===== src/rtl/multicycle_cpu_if.sv =====
// Shared memory bus between the multi-cycle core (master) and memory (slave).
// A transfer completes in any cycle where mem_req and mem_ack are both high.
interface multicycle_cpu_if #(
   parameter int DATA_W = 16,
   parameter int ADDR_W = 12
);
   logic              mem_req;
   logic              mem_we;
   logic [ADDR_W-1:0] mem_addr;
   logic [DATA_W-1:0] mem_wdata;
   logic              mem_ack;
   logic [DATA_W-1:0] mem_rdata;

   modport master (
      output mem_req, mem_we, mem_addr, mem_wdata,
      input  mem_ack, mem_rdata
   );

   modport slave (
      input  mem_req, mem_we, mem_addr, mem_wdata,
      output mem_ack, mem_rdata
   );
endinterface


===== src/rtl/multicycle_cpu.sv =====
// Multi-cycle 16-bit-instruction core: FETCH -> EXEC (-> MEM) over one shared
// req/ack memory bus, with an internal register file and ALU.
module multicycle_cpu #(
   parameter int DATA_W   = 16,
   parameter int ADDR_W   = 12,
   parameter int NUM_REGS = 16
) (
   input  logic              clk,
   input  logic              reset,
   multicycle_cpu_if.master  bus,
   output logic [ADDR_W-1:0] pc_out,
   output logic              retire,
   output logic              halted
);

   localparam logic [1:0] S_FETCH  = 2'd0;
   localparam logic [1:0] S_EXEC   = 2'd1;
   localparam logic [1:0] S_MEM    = 2'd2;
   localparam logic [1:0] S_HALTED = 2'd3;

   localparam logic [3:0] OP_NOP  = 4'h0;
   localparam logic [3:0] OP_ADD  = 4'h1;
   localparam logic [3:0] OP_SUB  = 4'h2;
   localparam logic [3:0] OP_AND  = 4'h3;
   localparam logic [3:0] OP_OR   = 4'h4;
   localparam logic [3:0] OP_XOR  = 4'h5;
   localparam logic [3:0] OP_SHL  = 4'h6;
   localparam logic [3:0] OP_SHR  = 4'h7;
   localparam logic [3:0] OP_LDI  = 4'h8;
   localparam logic [3:0] OP_LD   = 4'h9;
   localparam logic [3:0] OP_ST   = 4'hA;
   localparam logic [3:0] OP_JMP  = 4'hB;
   localparam logic [3:0] OP_BEQZ = 4'hC;
   localparam logic [3:0] OP_BNEZ = 4'hD;
   localparam logic [3:0] OP_SLT  = 4'hE;
   localparam logic [3:0] OP_HALT = 4'hF;

   logic [1:0]        state_q, state_d;
   logic [ADDR_W-1:0] pc_q, pc_d;
   logic [15:0]       ir_q, ir_d;
   logic [DATA_W-1:0] rf_q [1:NUM_REGS-1];

   logic [3:0]        func, src1, src2, dest;
   logic [DATA_W-1:0] rs1, rs2, aluResult, rdData;
   logic              rdWrite, retireNow;
   logic [ADDR_W-1:0] pcInc, brTarget, jmpTarget;

   assign {func, src1, src2, dest} = ir_q;

   // R0 and indices beyond the implemented registers have no storage and read as 0.
   always_comb begin
      rs1 = '0;
      rs2 = '0;
      for (int i = 1; i < NUM_REGS; i++) begin
         if (src1 == 4'(i)) rs1 = rf_q[i];
         if (src2 == 4'(i)) rs2 = rf_q[i];
      end
   end

   // Shifts use the full R[src2] value; SV shifts already give 0 once it reaches DATA_W.
   always_comb begin
      case (func)
         OP_ADD:  aluResult = rs1 + rs2;
         OP_SUB:  aluResult = rs1 - rs2;
         OP_AND:  aluResult = rs1 & rs2;
         OP_OR:   aluResult = rs1 | rs2;
         OP_XOR:  aluResult = rs1 ^ rs2;
         OP_SHL:  aluResult = rs1 << rs2;
         OP_SHR:  aluResult = rs1 >> rs2;
         OP_LDI:  aluResult = DATA_W'($signed(ir_q[11:4]));
         OP_SLT:  aluResult = {{(DATA_W-1){1'b0}}, ($signed(rs1) < $signed(rs2))};
         default: aluResult = '0;
      endcase
   end

   assign pcInc     = pc_q + ADDR_W'(1);
   assign brTarget  = pcInc + ADDR_W'($signed(ir_q[7:0]));
   assign jmpTarget = ADDR_W'(ir_q[11:0]);

   always_comb begin
      state_d   = state_q;
      pc_d      = pc_q;
      ir_d      = ir_q;
      rdWrite   = 1'b0;
      rdData    = aluResult;
      retireNow = 1'b0;
      case (state_q)
         S_FETCH: begin
            if (bus.mem_ack) begin
               ir_d    = bus.mem_rdata[15:0];
               state_d = S_EXEC;
            end
         end
         S_EXEC: begin
            state_d   = S_FETCH;
            pc_d      = pcInc;
            retireNow = 1'b1;
            case (func)
               OP_LD, OP_ST: begin
                  state_d   = S_MEM;
                  pc_d      = pc_q;
                  retireNow = 1'b0;
               end
               OP_JMP:  pc_d = jmpTarget;
               OP_BEQZ: if (rs1 == '0) pc_d = brTarget;
               OP_BNEZ: if (rs1 != '0) pc_d = brTarget;
               OP_HALT: state_d = S_HALTED;
               OP_NOP:  ;
               default: rdWrite = 1'b1;
            endcase
         end
         S_MEM: begin
            if (bus.mem_ack) begin
               state_d   = S_FETCH;
               pc_d      = pcInc;
               retireNow = 1'b1;
               rdWrite   = (func == OP_LD);
               rdData    = bus.mem_rdata;
            end
         end
         default: ;
      endcase
   end

   always_ff @(posedge clk) begin
      if (reset) begin
         state_q <= S_FETCH;
         pc_q    <= '0;
         ir_q    <= '0;
         for (int i = 1; i < NUM_REGS; i++) rf_q[i] <= '0;
      end else begin
         state_q <= state_d;
         pc_q    <= pc_d;
         ir_q    <= ir_d;
         for (int i = 1; i < NUM_REGS; i++) begin
            if (rdWrite && dest == 4'(i)) rf_q[i] <= rdData;
         end
      end
   end

   // Outputs are gated by reset so an access in flight is dropped immediately.
   assign bus.mem_req   = !reset && (state_q == S_FETCH || state_q == S_MEM);
   assign bus.mem_we    = !reset && (state_q == S_MEM) && (func == OP_ST);
   assign bus.mem_addr  = (state_q == S_MEM) ? rs1[ADDR_W-1:0] : pc_q;
   assign bus.mem_wdata = rs2;

   assign pc_out = pc_q;
   assign retire = !reset && retireNow;
   assign halted = !reset && (state_q == S_HALTED);

endmodule

===== src/flat_wrapper.sv =====
// flat-port wrapper written by rule: the top's interface ports become plain ports
module multicycle_cpu_flat 
#(
   parameter int DATA_W   = 16,
   parameter int ADDR_W   = 12,
   parameter int NUM_REGS = 16
)
  (clk, reset, pc_out, retire, halted, bus_mem_req, bus_mem_we, bus_mem_addr, bus_mem_wdata, bus_mem_ack, bus_mem_rdata);
  multicycle_cpu_if #(.DATA_W(DATA_W), .ADDR_W(ADDR_W)) bus_i ();
  input  logic clk;
  input  logic reset;
  output logic [ADDR_W-1:0] pc_out;
  output logic retire;
  output logic halted;
  output wire logic [$bits(bus_i.mem_req)-1:0] bus_mem_req;
  output wire logic [$bits(bus_i.mem_we)-1:0] bus_mem_we;
  output wire logic [$bits(bus_i.mem_addr)-1:0] bus_mem_addr;
  output wire logic [$bits(bus_i.mem_wdata)-1:0] bus_mem_wdata;
  input wire logic [$bits(bus_i.mem_ack)-1:0] bus_mem_ack;
  input wire logic [$bits(bus_i.mem_rdata)-1:0] bus_mem_rdata;
  assign bus_mem_req = bus_i.mem_req;
  assign bus_mem_we = bus_i.mem_we;
  assign bus_mem_addr = bus_i.mem_addr;
  assign bus_mem_wdata = bus_i.mem_wdata;
  assign bus_i.mem_ack = bus_mem_ack;
  assign bus_i.mem_rdata = bus_mem_rdata;
  multicycle_cpu #(.DATA_W(DATA_W), .ADDR_W(ADDR_W), .NUM_REGS(NUM_REGS)) u_core (.clk(clk), .reset(reset), .bus(bus_i), .pc_out(pc_out), .retire(retire), .halted(halted));
endmodule

===== config.mk =====
export PLATFORM = sky130hd
export DESIGN_NAME = multicycle_cpu_flat
export DESIGN_NICKNAME = d
export VERILOG_FILES = /design/src/rtl/multicycle_cpu_if.sv /design/src/rtl/multicycle_cpu.sv /design/src/flat_wrapper.sv
export SDC_FILE = /design/constraint.sdc
export NUM_CORES = 1
export LEC_CHECK = 0
export BUFFER_PORTS_ARGS = -buffer_cell sky130_fd_sc_hd__buf_2
export CELL_PAD_IN_SITES_DETAIL_PLACEMENT = 1
export CELL_PAD_IN_SITES_GLOBAL_PLACEMENT = 1
export CORE_ASPECT_RATIO = 1.4
export CORE_MARGIN = 5
export CORE_UTILIZATION = 35
export DETAILED_ROUTE_END_ITERATION = 7
export PLACE_DENSITY_LB_ADDON = 0.1
export SYNTH_ARGS = -nofsm -noshare
export SYNTH_HDL_FRONTEND = slang
export SYNTH_SLANG_ARGS = --single-unit

===== constraint.sdc =====
create_clock -name clk -period 8.7 [get_ports clk]
set_input_delay 0.87 -clock clk [delete_from_list [all_inputs] [get_ports clk]]
set_output_delay 0.87 -clock clk [all_outputs]
set_load 0.05 [all_outputs]

### After elaboration in Yosys (flattened, before gate mapping)

Memory sizes are Yosys's and may differ from the RTL's.
Index checks and enable logic that the tools add are counted.

* register bits after elaboration: 30
* memory bits (writable): 240
* memories kept: 1
* bits of input ports: 19
* output and inout bits: 44

* magnitude comparators: 1
* muxes and demuxes: 111
* add/sub/neg operators: 4
* shift operators: 2
* reductions and logical operators: 33
* equality and inequality tests: 66
* bitwise gates (word level): 18

Memory list
* u_core.rf_q: words 15, width 16, rd ports 15, clocked after Yosys merged registers in 0, wr ports 15, RTL line multicycle_cpu.sv:41 `logic [DATA_W-1:0] rf_q [1:NUM_REGS-1];`

Operators by type and width (number)
* 16-bit 2-to-1 mux: 47
* 16-bit case mux with 9 select lines: 1
* 4-bit == test, second input constant: 32
* 4-bit by 3-bit == test with 1-bit output, second input constant: 16
* 1-bit 2-to-1 mux: 51
* 12-bit 2-to-1 mux: 4
* 12-bit case mux with 4 select lines: 1
* 4-bit by 2-bit == test with 1-bit output, second input constant: 8
* 12-bit case mux with 2 select lines: 1
* 1-bit logical AND: 20
* 16-bit adder: 1
* 16-bit bitwise AND: 1
* 4-bit by 1-bit == test with 1-bit output, second input constant: 4
* 16-bit logical NOT: 1
* 16-bit < comparator: 1
* 16-bit OR: 1
* 16-bit nonzero test: 1
* 16-bit by 16-bit << shifter with 16-bit output: 1
* 16-bit by 16-bit >> shifter with 16-bit output: 1
* 16-bit subtractor: 1
* 16-bit XOR: 1
* 1-bit OR: 15
* 12-bit by 1-bit adder with 12-bit output, second input constant: 1
* 12-bit adder: 1
* other kinds (17): 23

### Logic depth before layout (Yosys ltp)

Gate-level depths: netlist of run 1.

* depth in word-level cells: 21
* depth in mapped cells: 26

### Worst setup path before layout of run 1

No wires, ideal clock.

* kind: flip-flop to flip-flop
* from: register u_core.ir_q[5]
* to: register, netlist name u_core.rf_q[0][106]
* library setup time: 0.270 ns
* stages on the path, launching flop included: 23
* arrival time: 5.644 ns
* path buffers: 6
* path slack: 2.786 ns
* path through: dfxtp_1 -> buf_6 -> buf_6 -> buf_4 -> buf_4 -> buf_2 -> nand2_1 -> nand3_1 -> a21oi_1 -> o31ai_1 -> inv_1 -> ha_1 -> and3_1 -> a2111o_1 -> a21o_1 -> a41oi_1 -> and2_1 -> o21ai_0 -> o21ai_0 -> a31oi_1 -> a21oi_1 -> clkbuf_1 -> a21oi_1

RTL lines
* start: declaration: RTL line multicycle_cpu.sv:40 `logic [15:0] ir_q, ir_d;`
* start signal: assignment: RTL line multicycle_cpu.sv:134 `ir_q <= ir_d;`

==> impl_metrics.yaml, run 1 <==
timing:
  tightestPinTransition_ns: 1.340
  clock_skew_ns: 0.03143
  tns_ns: 0
  final-hold-violation-count: 0
  setup_ws_ns: 1.548
  relSlewSlack_pct: 10.48
  finalSetupViolCount: 0
  period_share_pct: 82.21
  slew_viol_final: 0
  fin_crit_ns: 7.152
  max_freq_mhz: 139.8
  rsz0062_at_grt: "no"
setup_path:
  worst_setup_path_start_kind: "flip-flop"
  critical_path_peak_fanout: 26
  r2r_slack_ns: 1.55
  startpoint: "u_core.ir_q[10]$_SDFFE_PP0P_"
  critPathRequiredTime_ns: 9.00
  critPathArrivalTime_ns: 7.45
  endpoint: "u_core.rf_q[0][119]$_SDFFCE_PN0P_"
  worstReg2RegEnd: "u_core.rf_q[0][119]$_SDFFCE_PN0P_"
  reg2regPathDepth: 17
  crit_path_end_kind: "flip-flop"
  crit_type: "reg -> reg"
  timing.rr.start: "u_core.ir_q[10]$_SDFFE_PP0P_"
clocking:
  cts_buffer_depth: 3
  cts_root_buffer: "clkbuf_16"
  ctsResizeCount: 0
  post_cts_buffers: 0
  ctsHoldBuffers: 0
  clk_latency_ns: 0.62
  htree_levels: 1
  cts_tree: "yes"
  cts_inserted_buffers: 31
  path_clk_slew_ns: 0.07
  cts.sinks: 270
global_routing:
  antenna_found_initial: 1
  grt_pass1_vias: 20530
  grt_pass1_wl_mm: 152.4
  grt_use_total_pct: 32.26
  grt_max_degree: 56
  grt_overflow: 0
routing:
  totalWireLength_mm: 108.0
  viasPerCell: 6.546
  ant_nets: 0
  drcViolationCount: 0
  drt_pass1_iterations: 6
  drtIter0Drc: 1801
  dr_total_vias: 20210
  wl_per_cell_microns: 34.98
placement:
  io_buffer_count: 62
  place_hpwl_mm: 79.55
  gp_congestion: 1.031
  post-place-ws_ns: 1.792
synthesis:
  synth_top_area_share_pct: 34.94
  netlist_instances: 2315
  synthTopCellsByCount: "nor2_1, edfxtp_1, a21oi_1"
  yosysSeqAreaShare_pct: 37.85
  synth_ff_type: "edfxtp_1"
  synth-edff-count: 240
  synth_seq_cells: 270
  yosysUniqueCellTypes: 104
  yosysTopAreaCell: "edfxtp_1"
  avgSynthCellArea_sq_um: 8.910
  synth.cell_area_sq_mm: 0.02063
  syn-num-nets: 2403
  synthTopCellsByArea: "edfxtp_1, nor2_1, a21oi_1"
  async_flop_share_pct: 0
  yosysMostFrequentCell: "nor2_1"
  ys_warn_count: 0
cells_and_area:
  final_net_count: 2402
  synthToLayoutAreaGrowth_pct: 10.29
  drive_above_1_share_pct: 13.69
  num_antenna_cells: 0
  fill_cells: 6727
pwr:
  ir_drop_uv: 132.6
  cellLeakagePower_uw: 0.007834
  power_density_mw_per_mm2: 179.6
die:
  core-area_sq_mm: 0.05846
  rows: 105
  die_w_microns: 215.2
  io_pins: 63
  start_util_pct: 35.28
  die_area_sq_mm: 0.06396
  die_height_microns: 297.2
job:
  drv_cap: 0
outcome:
  status: "completed"
min_path:
  min_delay_path_depth: 3
  hold_path.class: "in -> reg"
[per-stage QoR]
| step | area [sq um] | util, % | hold slack, ns | instances | power (uW) |
|---|---|---|---|---|---|
| 4_1_cts | 22750 | 38.91 | 0.5041 | 3087 | 4076 |
| 3_3_place_gp | 21750 | 37.21 | 0.5277 | 3030 | 2746 |
| 5_1_grt | 22750 | 38.91 | 0.5226 | 3087 | 4213 |
| 3_5_place_dp | 21750 | 37.21 | 0.5481 | 3030 | 2752 |
| 2_1_floorplan | 20630 | - | 0.4963 | 2315 | 2277 |
| 6_report | 22750 | 38.91 | 0.5243 | 3087 | 4087 |
[state kept, by name, indices dropped and copies added, names as in the netlist]
signal and cells:
u_core.state_q 2, u_core.rf_q 240, u_core.pc_out 12, u_core.ir_q 16
[area by class of cell]
class,instances,area [sq um],area share [%]
Clock inverter,25,217.7,0.9570
Multi-Input combinational cell,1779,11710,51.47
Timing Repair Buffer,147,960.9,4.224
Inverter,85,319.1,1.402
Sequential cell,270,7825,34.40
Tap cell,749,937.1,4.119
Clock buffer,32,779.5,3.426
[cells in the final DEF, fill, tap and decap left out, types with 20 or more instances in the layout]
cell type / n
nor2_1: 317
edfxtp_1: 240
a21oi_1: 216
nand2_1: 194
o21ai_0: 107
buf_4: 84
inv_1: 81
mux2i_1: 77
nor3_1: 70
ha_1: 66
buf_2: 62
nand3_1: 39
a31oi_1: 37
nor2b_1: 36
nand2b_1: 35
o211ai_1: 35
mux2_2: 32
clkbuf_16: 31
o22ai_1: 29
o221ai_1: 26
dfxtp_1: 22
xnor2_1: 21
a211oi_1: 20
[critical path, cell delays in order, from the launching register on]
cell and delay [ns]:
dfxtp_2 0.85, buf_4 0.47, nor2b_1 0.71, a22oi_1 0.14, o22a_1 0.26, a21oi_1 0.52
nor2_1 0.34, inv_1 0.15, ha_1 0.35, a221oi_1 0.34, o41a_1 0.26, and2_1 0.16
o21ai_0 0.09, xnor2_1 0.17, a221oi_1 0.67, o221ai_1 0.29, o211ai_2 0.89, nor2_1 0.12
[worst min-delay path by stage]
stage	slack (ns)	start	to
floorplan	0.50	u_core.state_q[0]$_SDFFE_PP0P_	u_core.state_q[0]$_SDFFE_PP0P_
finish	0.52	bus_mem_rdata[10]	u_core.ir_q[10]$_SDFFE_PP0P_
global route	0.52	bus_mem_rdata[10]	u_core.ir_q[10]$_SDFFE_PP0P_
global placement	0.53	u_core.state_q[0]$_SDFFE_PP0P_	u_core.state_q[0]$_SDFFE_PP0P_
detailed placement	0.55	u_core.state_q[0]$_SDFFE_PP0P_	u_core.state_q[0]$_SDFFE_PP0P_
CTS	0.50	bus_mem_rdata[15]	u_core.ir_q[15]$_SDFFE_PP0P_
[power by group]
group          internal (uW)  total [uW]  switching, uW  leakage, uW
sequential              1450        1530           75.9      0.00273
combinational            353        1220            871      0.00464
clock                    696        1330            638     0.000467
[per-layer routing]
layer / vias up / GRT usage (%) / wire, microns / share of wire, %
met4: 0 / 20.02 / 8403 / 7.8
met3: 290 / 3.227 / 6375 / 5.9
li1: 8714 / - / - / -
met1: 10250 / 38.18 / 40470 / 37
met5: - / 0 / 0 / 0
met2: 954 / 56.09 / 52750 / 49
[kinds of logic after synthesis]
family                     Yosys count  share of synthesized area, %
adders and majority gates           69                         4.295
muxes                              130                         7.667
xor gates and xnor gates            29                         1.231
AOI/OAI and AO/OA                  745                         25.01
and+or+nand+nor                    806                         18.15
DFF                                270                         37.85
buffers and inverters              266                         5.793
No activity file was read; power rests on OpenSTA's default activity.
==> inputs of run 2 (changes only) <==
==> constraint.sdc (replaced) <==
create_clock -name clk -period 6.55 [get_ports clk]
set_input_delay 0.655 -clock clk [delete_from_list [all_inputs] [get_ports clk]]
set_output_delay 0.655 -clock clk [all_outputs]
set_load 0.05 [all_outputs]
==> run 2 against run 1 <==
Net effect:
- die area is the same
- combinational power grew 38%
- count of clock-buffer cells in the layout grew 7
- cell count up 1.6%
- power is 35% higher
- hold slack worse by 0.22 ns
- via count increased by 1.9%
- critical path depth is 3 higher
- clock skew fell by 0.016 ns
- sequential share of layout area down 0.71 points
- routed wire length grew 1.4%
==> impl_metrics.yaml, run 2 (synthesis gave the netlist of run 1 again) <==
setup_path:
  reg2regPathDepth: 20
  worstReg2RegEnd: "u_core.rf_q[1][9]$_SDFFCE_PN0P_"
  critPathRequiredTime_ns: 6.87
  r2r_slack_ns: 0.18
  cp_common_cell: "buf_4"
  crit_type: "reg -> reg"
  path_cells: "buf_4 -> nand2b_1 -> o21a_1 -> o22ai_1 -> a21oi_1 -> nor2_1 -> buf_4 -> inv_1 -> ha_1 -> o21a_1 -> o31ai_1 -> and2_1 -> o41ai_1 -> o211ai_1 -> a222oi_1 -> a2bb2oi_1 -> o221ai_1 -> o21ai_1 -> buf_4 -> nor2_1"
  critical_path_peak_fanout: 29
  worst_setup_path_start_kind: "flip-flop"
  slowest_stage: "dfxtp_4"
  timing.rr.start: "u_core.ir_q[8]$_SDFFE_PP0P_"
  crit_path_end_kind: "flip-flop"
  cp_slowest_stage_delay_ns: 0.66
  critPathArrivalTime_ns: 6.68
cells_and_area:
  finalNonFillerCells: 3135
  multi_input_area_sq_mm: 0.01175
  final_net_count: 2449
  largest_register: "u_core.rf_q"
  final_common_cell: "nor2_1"
  layout_common_cells: "nor2_1, edfxtp_1, a21oi_1"
  utilization_pct: 39.73
  register_area_sq_mm: 0.007825
  num_antenna_cells: 0
  fill_cells: 6765
  drive_above_1_share_pct: 15.09
  synthToLayoutAreaGrowth_pct: 12.60
  largest_register_ffs: 240
clocking:
  ctsResizeCount: 0
  post_cts_buffers: 0
  cts_root_buffer: "clkbuf_16"
  path_clk_slew_ns: 0.07
  clk_latency_ns: 0.61
  cts_tree: "yes"
  cts.sinks: 270
  cts_inserted_buffers: 31
  htree_levels: 1
  cts_buffer_depth: 3
  ctsHoldBuffers: 0
die:
  start_util_pct: 35.28
  die_height_microns: 297.2
  die_w_microns: 215.2
  io_pins: 63
  core-area_sq_mm: 0.05846
  die_area_sq_mm: 0.06396
  rows: 105
global_routing:
  grt_max_degree: 50
  grt_overflow: 0
  grt_pass1_vias: 20940
  grt_pass1_wl_mm: 154.2
  grt_use_total_pct: 32.68
  antenna_found_initial: 0
timing:
  slew_viol_final: 0
  finalSetupViolCount: 0
  clock_skew_ns: 0.01554
  rsz0062_at_grt: "no"
  fin_crit_ns: 6.366
  tns_ns: 0
  hold_ws_ns: 0.3032
  max_freq_mhz: 157.1
  final-hold-violation-count: 0
  period_share_pct: 97.19
  relSlewSlack_pct: 7.636
  tightestPinTransition_ns: 1.351
outcome:
  status: "completed"
pwr:
  switchingPower_uw: 2062
  p_int_uw: 3475
  sw_frac_of_total_pct: 37.24
  combPwrFrac_pct: 30.3
  ir_drop_uv: 190.9
  power_density_mw_per_mm2: 238.4
  p_clk_share_pct: 33.3
  seq_power_share_pct: 36.4
  cellLeakagePower_uw: 0.008119
job:
  drv_cap: 0
min_path:
  min_delay_path_depth: 3
  min_delay_worst_endpoint: "u_core.ir_q[5]$_SDFFE_PP0P_"
  hold_path.class: "in -> reg"
  min_from: "bus_mem_rdata[5]"
placement:
  dp.cells: 3077
  io_buffer_count: 62
  place_hpwl_mm: 80.23
  gp_congestion: 0.9708
routing:
  dr_total_vias: 20580
  drtIter0Drc: 1757
  totalWireLength_mm: 109.6
  wl_per_cell_microns: 34.95
  drt_pass1_iterations: 5
  ant_nets: 0
  viasPerCell: 6.566
  drcViolationCount: 0
## run 2: changes by cell type in the layout (fill, tap and decap cells not counted), moves of 2 or more
cell,previous run,this run
buf_4,84,127
clkinvlp_4,7,0
o21bai_2,10,3
o21bai_4,2,9
clkbuf_1,1,7
buf_12,1,5
bufinv_16,1,4
clkinv_2,3,5
clkinv_4,2,4
clkinv_8,2,0
inv_8,3,1
## run 2: worst max-delay path by stage
stage | to | start | cells past startpoint | slack [ns]
after floorplan | u_core.rf_q[0][106]$_SDFFCE_PN0P_ | u_core.ir_q[5]$_SDFFE_PP0P_ | 22 | 0.64
after global placement | u_core.rf_q[1][9]$_SDFFCE_PN0P_ | u_core.ir_q[8]$_SDFFE_PP0P_ | 20 | 0.50
after detailed placement | u_core.rf_q[1][9]$_SDFFCE_PN0P_ | u_core.ir_q[8]$_SDFFE_PP0P_ | 20 | 0.42
after CTS | u_core.rf_q[1][9]$_SDFFCE_PN0P_ | u_core.ir_q[8]$_SDFFE_PP0P_ | 20 | 0.39
after global routing | u_core.rf_q[0][79]$_SDFFCE_PN0P_ | u_core.ir_q[8]$_SDFFE_PP0P_ | 16 | 0.05
final | u_core.rf_q[1][9]$_SDFFCE_PN0P_ | u_core.ir_q[8]$_SDFFE_PP0P_ | 20 | 0.18
## run 2: power by group through the flow
stage          logic (uW)  clock network [uW]  registers [uW]
3_3_place_gp         1630                   0            2050
4_1_cts              1650                1860            2010
6_report             1680                1840            2020
3_5_place_dp         1640                   0            2050
2_1_floorplan        1030                   0            2000
5_1_grt              1750                1930            2020
## run 2: area by class of cell
cell class | instances | share of cell area [%]
flip-flops and latches | 270 | 33.69
inverters | 85 | 1.374
clock inverters | 19 | 0.9265
multi-input cells | 1779 | 50.59
clock buffers | 39 | 3.512
repair buffers | 194 | 5.872
well taps | 749 | 4.035
## run 2: worst max-delay path: cells and delay by family (launching register included)
family / cells / cell delay (ns)
AOI/OAI and AO/OA: 11 / 2.97
buffers and inverters: 4 / 1.02
and+or+nand+nor: 4 / 1.02
DFF: 1 / 0.66
adders and majority gates: 1 / 0.35
## run 2: per-layer routing
metal	vias up	track usage, %	share of wire, %
met5	-	0	0
met4	0	22.18	8.4
met3	356	4.103	6.2
li1	8821	-	-
met2	1025	55.79	48
met1	10380	38.22	37
## run 2: stage by stage
stage / setup WS, ns / instance area [sq um] / total power (uW)
3_5_place_dp: 0.4227 / 22200 / 3689
4_1_cts: 0.3937 / 23230 / 5517
2_1_floorplan: 0.6359 / 20630 / 3024
5_1_grt: 0.04727 / 23230 / 5697
6_report: 0.1841 / 23230 / 5538
3_3_place_gp: 0.4964 / 22200 / 3678
